==> src/rtl/cpu_types_pkg.sv <==
// Shared types for the memory arbiter slice: RAM handshake state and arbiter FSM states.
package cpu_types_pkg;

  typedef enum logic [1:0] {
    FREE   = 2'd0,
    BUSY   = 2'd1,
    ACCESS = 2'd2,
    ERROR  = 2'd3
  } ramstate_t;

  typedef enum logic [1:0] {
    IDLE    = 2'd0,
    GRANT_D = 2'd1,
    GRANT_I = 2'd2
  } arb_state_t;

endpackage

==> src/rtl/mem_arbiter_rr_pick2.sv <==
// Two-way round-robin picker: prefers core rr when it requests, otherwise the other core.
module rr_pick2 (
  input  logic [1:0] req,
  input  logic       rr,
  output logic       grant,
  output logic       valid
);

  // Pick the favoured core if pending, else fall back to the other one.
  always_comb begin
    valid = |req;
    grant = rr;
    if (!req[rr]) grant = ~rr;
  end

endmodule

==> src/rtl/mem_arbiter.sv <==
// Shared RAM port arbiter for two cores (dcache/icache each). Dcache beats icache,
// round-robin between cores, icache forced after STARVE_MAX dcache blocks while it waits.
module mem_arbiter
  import cpu_types_pkg::*;
#(
  parameter int unsigned STARVE_MAX = 4
) (
  input  logic             CLK,
  input  logic             nRST,
  input  logic [1:0]       iREN,
  input  logic [1:0][31:0] iaddr,
  output logic [1:0]       iwait,
  output logic [1:0][31:0] iload,
  input  logic [1:0]       dREN,
  input  logic [1:0]       dWEN,
  input  logic [1:0][31:0] daddr,
  input  logic [1:0][31:0] dstore,
  output logic [1:0]       dwait,
  output logic [1:0][31:0] dload,
  output logic             ramREN,
  output logic             ramWEN,
  output logic [31:0]      ramaddr,
  output logic [31:0]      ramstore,
  input  logic [31:0]      ramload,
  input  ramstate_t        ramstate
);

  localparam logic [2:0] STARVE_LIM = 3'(STARVE_MAX);

  arb_state_t state, state_n;
  logic       owner, owner_n;
  logic       rr, rr_n;
  logic [2:0] starve_cnt, starve_cnt_n;

  logic [1:0] d_req;
  logic       d_core, d_any;
  logic       i_core, i_any;
  logic       force_i;

  assign d_req   = dREN | dWEN;
  assign force_i = (starve_cnt == STARVE_LIM) && i_any;

  rr_pick2 u_pick_d (
    .req   (d_req),
    .rr    (rr),
    .grant (d_core),
    .valid (d_any)
  );

  rr_pick2 u_pick_i (
    .req   (iREN),
    .rr    (rr),
    .grant (i_core),
    .valid (i_any)
  );

  // State, owner, round-robin pointer and starvation counter registers.
  always_ff @(posedge CLK) begin
    if (!nRST) begin
      state      <= IDLE;
      owner      <= 1'b0;
      rr         <= 1'b0;
      starve_cnt <= '0;
    end else begin
      state      <= state_n;
      owner      <= owner_n;
      rr         <= rr_n;
      starve_cnt <= starve_cnt_n;
    end
  end

  // Next-state selection and RAM/cache side outputs from state plus owner's inputs.
  always_comb begin
    state_n      = state;
    owner_n      = owner;
    rr_n         = rr;
    starve_cnt_n = starve_cnt;
    ramREN       = 1'b0;
    ramWEN       = 1'b0;
    ramaddr      = '0;
    ramstore     = '0;
    iwait        = '1;
    dwait        = '1;
    iload        = {ramload, ramload};
    dload        = {ramload, ramload};

    case (state)
      IDLE: begin
        if (!i_any) starve_cnt_n = '0;
        if (force_i) begin
          state_n      = GRANT_I;
          owner_n      = i_core;
          rr_n         = ~i_core;
          starve_cnt_n = '0;
        end else if (d_any) begin
          state_n = GRANT_D;
          owner_n = d_core;
          rr_n    = ~d_core;
          if (i_any && (starve_cnt != STARVE_LIM)) starve_cnt_n = starve_cnt + 3'd1;
        end else if (i_any) begin
          state_n      = GRANT_I;
          owner_n      = i_core;
          rr_n         = ~i_core;
          starve_cnt_n = '0;
        end
      end

      GRANT_D: begin
        ramaddr      = daddr[owner];
        ramstore     = dstore[owner];
        dwait[owner] = (ramstate != ACCESS);
        if (dWEN[owner])      ramWEN = 1'b1;
        else if (dREN[owner]) ramREN = 1'b1;
        // Word 0 of a block keeps the grant; word 1 or an abandoned request releases it.
        if (!d_req[owner])
          state_n = IDLE;
        else if ((ramstate == ACCESS) && daddr[owner][2])
          state_n = IDLE;
      end

      GRANT_I: begin
        ramREN       = 1'b1;
        ramaddr      = iaddr[owner];
        iwait[owner] = (ramstate != ACCESS);
        if (!iREN[owner] || (ramstate == ACCESS)) state_n = IDLE;
      end

      default: state_n = IDLE;
    endcase
  end

endmodule

==> config.mk <==
export PLATFORM = sky130hd
export DESIGN_NAME = mem_arbiter
export DESIGN_NICKNAME = d
export VERILOG_FILES = /design/src/rtl/cpu_types_pkg.sv /design/src/rtl/mem_arbiter_rr_pick2.sv /design/src/rtl/mem_arbiter.sv
export SDC_FILE = /design/constraint.sdc
export NUM_CORES = 1
export LEC_CHECK = 0
export CAP_MARGIN = 40
export CORE_AREA = 2 2 166 168
export CTS_BUF_LIST = sky130_fd_sc_hd__clkbuf_4
export DETAILED_ROUTE_END_ITERATION = 8
export DIE_AREA = 0 0 168 170
export MAX_ROUTING_LAYER = met4
export SETUP_SLACK_MARGIN = 0.3
export SYNTH_ARGS = -nofsm -noshare
export SYNTH_HDL_FRONTEND = slang
export SYNTH_HIERARCHICAL = 1
export SYNTH_SLANG_ARGS = --single-unit
==> constraint.sdc <==
create_clock -name CLK -period 2.5 [get_ports CLK]
set_input_delay 0.25 -clock CLK [delete_from_list [all_inputs] [get_ports CLK]]
set_output_delay 0.25 -clock CLK [all_outputs]
set_load 0.05 [all_outputs]
==> results.sh <==
export IMPL_outcome="complete, no violations"
export IMPL_synthDistinctLibCells=36
export IMPL_yosys_warnings=6
export IMPL_peakVddDrop_uv=323
export IMPL_yosysTopAreaCell="buf_4"
export IMPL_report_final_slew_viol_count=0
export IMPL_cpLargestDelayFamily="flip-flops"
export IMPL_syn_num_nets=660
export IMPL_synth_cells=421
export IMPL_synth_xor_area_share_pct=0
export IMPL_area_delta_synth_final_pct=76.6
export IMPL_drive_gt1_share_pct=28.9
export IMPL_worstHoldStart="ramload[12]"
export IMPL_remaining_drc_errors=0
export IMPL_synth_common_cells="buf_4 (133), nor2b_1 (70), mux2_2 (64), mux2i_1 (37), a22oi_1 (32)"
export IMPL_top_layer="met4"
export IMPL_synth_seq_cells=7
export IMPL_dieArea_um2=28600
export IMPL_yosys_most_used_dff="dfxtp_1"
export IMPL_slowest_delay_ns=0.43
export IMPL_num_rows=60
export IMPL_grt_first_pass_wirelength_um=19500
export IMPL_die_x_um=168
export IMPL_maxSlewHeadroom_pct=66.6
export IMPL_drt_wirelength_per_cell_um=15.3
export IMPL_cp_arrival_ns=1.87
export IMPL_skew_ns=0.00538
export IMPL_grt_use_total_pct=9.10
export IMPL_wl_met2_um=6640
export IMPL_r2r_cells=5
export IMPL_synthTopCellsByArea="buf_4 (30%), mux2_2 (21%), nor2b_1 (13%)"
export IMPL_ys_async_sr_fraction_pct=0
export IMPL_drt_met1_wl_um=5670
export IMPL_portBuffers=271
export IMPL_syn_area_per_cell_um2=7.98
export IMPL_start_util_pct=12.6
export IMPL_cts_buffers=3
export IMPL_fin_crit_ns=2.12
export IMPL_yosysMostFrequentCell="buf_4"
export IMPL_drtPass1Iterations=4
export IMPL_synth_compound_area_share_pct=10.4
export IMPL_rrSetupSlack_ns=0.71
export IMPL_synth_top_family_by_area="buffers and inverters"
export IMPL_htree_levels=1
export IMPL_timing_rr_start="owner"
export IMPL_grt_max_degree=44
export IMPL_ant_nets=0
export IMPL_gp_congestion=0.725
export IMPL_setup_viol=0
export IMPL_grt_pass1_vias=3202
export IMPL_rsz0062_at_grt="true"
export IMPL_synth_edf_count=0
export IMPL_cp_max_fo=43
export IMPL_setup_worst_path_class="register to output port"
export IMPL_hpwl_um=11200
export IMPL_drt_iter0_markers=66
export IMPL_yosys_area_share_simple_pct=17.2
export IMPL_avgViaCountPerCell=3.56
export IMPL_period_share_pct=84.9
export IMPL_synthAdderAreaFrac_pct=1.86
export IMPL_vias=3192
export IMPL_antenna_found_initial=1
export IMPL_fillCellCount=2895
export IMPL_pin_count=432
export IMPL_synth_top_area_share_pct=29.7
export IMPL_crit_start="owner"
export IMPL_finalSetupTns_ns=0
export IMPL_power_mw=2.55
export IMPL_path_cells="buf_16, mux2_2, a22oi_1, nor2b_1, buf_12"
export IMPL_critPathSlowestCell="dfxtp_4"
export IMPL_fp_dieH_um=170
export IMPL_cp_num_buf_inv=2
export IMPL_nNetsFinal=794
export IMPL_clock_sinks=7
export IMPL_worst_pin_slew_ns=0.500
export IMPL_muxShareOfSynthArea_pct=32.9
export IMPL_finalHoldViolCount=0
export IMPL_ys_seq_area_share_pct=4.17
export IMPL_crit_end="ramaddr[25]"
export IMPL_r2r_end="state[0]"
export IMPL_cp_required_ns=2.25
export IMPL_p_leak_nw=2.10
export IMPL_maxCapViolCount=0
export IMPL_cts_root_buf="clkbuf_4"
export IMPL_totalWireLength_um=13700
export IMPL_coreArea_um2=26700
export IMPL_fmax_mhz=471
export IMPL_met3_length_um=1200
export IMPL_clk_pin_slew_ns=0.06
export IMPL_clk_insertion_delay_late_ns=0.27
export IMPL_crit_cells=5
export IMPL_end_kind="output port"
export IMPL_power_per_cell_area_nw_per_um2=429
export IMPL_synth_area_um2=3360
export IMPL_cp_start_kind="register"
export IMPL_holdCritPathClass="input pin to output port"
export IMPL_grt_ovfl_total=0
export IMPL_clockBufferDepth=2
export IMPL_cts_tree="built"
-- power breakdown --
group | switching [mW] | internal [mW] | total, mW
logic | 1.13 | 1.14 | 2.28
clock network | 0.0527 | 0.0591 | 0.112
registers | 0.0265 | 0.131 | 0.157
-- layout make-up --
type	count	area [µm²]	share of cell area, %
clock inverters	1	5.00	0.0844
repair buffers	284	3180	53.6
flip-flops and latches	7	144	2.43
diodes	2	5.00	0.0844
well taps	341	427	7.19
inverters	7	26.3	0.443
multi-input cells	252	2120	35.8
clock buffers	3	22.5	0.380
-- cell usage in the layout (no fill, tap or decap), types with 3 or more instances in the layout --
cell type	instances
inv_1	7
buf_4	37
dfxtp_1	6
buf_12	41
nor2_1	5
clkdlybuf4s50_1	202
ha_1	3
clkbuf_4	3
nand2_1	8
nor2b_1	68
a22oi_1	31
a21oi_1	4
mux2i_1	37
mux2_2	64
nand3_1	4
buf_6	3
-- state kept, by name, summed over array words and instances, names as in the netlist --
register / flops
starve_cnt: 3
state: 2
owner: 1
rr: 1
-- metrics by stage --
step / worst slack, ns / instances / hold WS, ns / instance area [µm²] / utilization (%)
floorplan: 0.400 / 421 / 0.487 / 3360 / -
global placement: 0.425 / 889 / 0.501 / 5850 / 21.9
detailed placement: 0.429 / 889 / 0.501 / 5850 / 21.9
CTS: 0.339 / 895 / 0.501 / 5900 / 22.2
global route: 0.290 / 896 / 0.500 / 5930 / 22.2
finish: 0.378 / 897 / 0.500 / 5930 / 22.3
-- worst min-delay path by stage --
stage | end | depth (start not counted)
5_1_grt | dload[14] | 0
3_3_place_gp | dload[11] | 0
2_1_floorplan | state[0] | 2
4_1_cts | dload[11] | 0
6_report | dload[12] | 0
3_5_place_dp | dload[11] | 0
-- cells by family after synthesis --
family,count (synthesis)
AO/OA/AOI/OAI,47
adder cells (fa/ha/maj),5
buffers and inverters,162
flip-flops,7
multiplexers,102
AND/OR/NAND/NOR,98
-- worst reg2reg max path: stages, from the launching register on --
cell      delay, ns
dfxtp_4        0.43
buf_4          0.24
mux2_4         0.35
a21bo_1        0.24
or3_1          0.35
o211ai_1       0.09
-- per-layer routing --
layer / track usage, % / vias up
met5: - / -
met4: 2.00 / 0
met3: 2.93 / 22
met2: 15.4 / 152
met1: 10.5 / 1438
li1: - / 1580
-- timing repair --
item | in CTS | in global routing
hold buffers | 0 | 0
buffers inserted | 2 | 0
setup endpoints to repair | 6 | 21
resized for setup | 3 | 5
cloned | 0 | 0
Note: power is estimated with default switching activity, not from simulation.
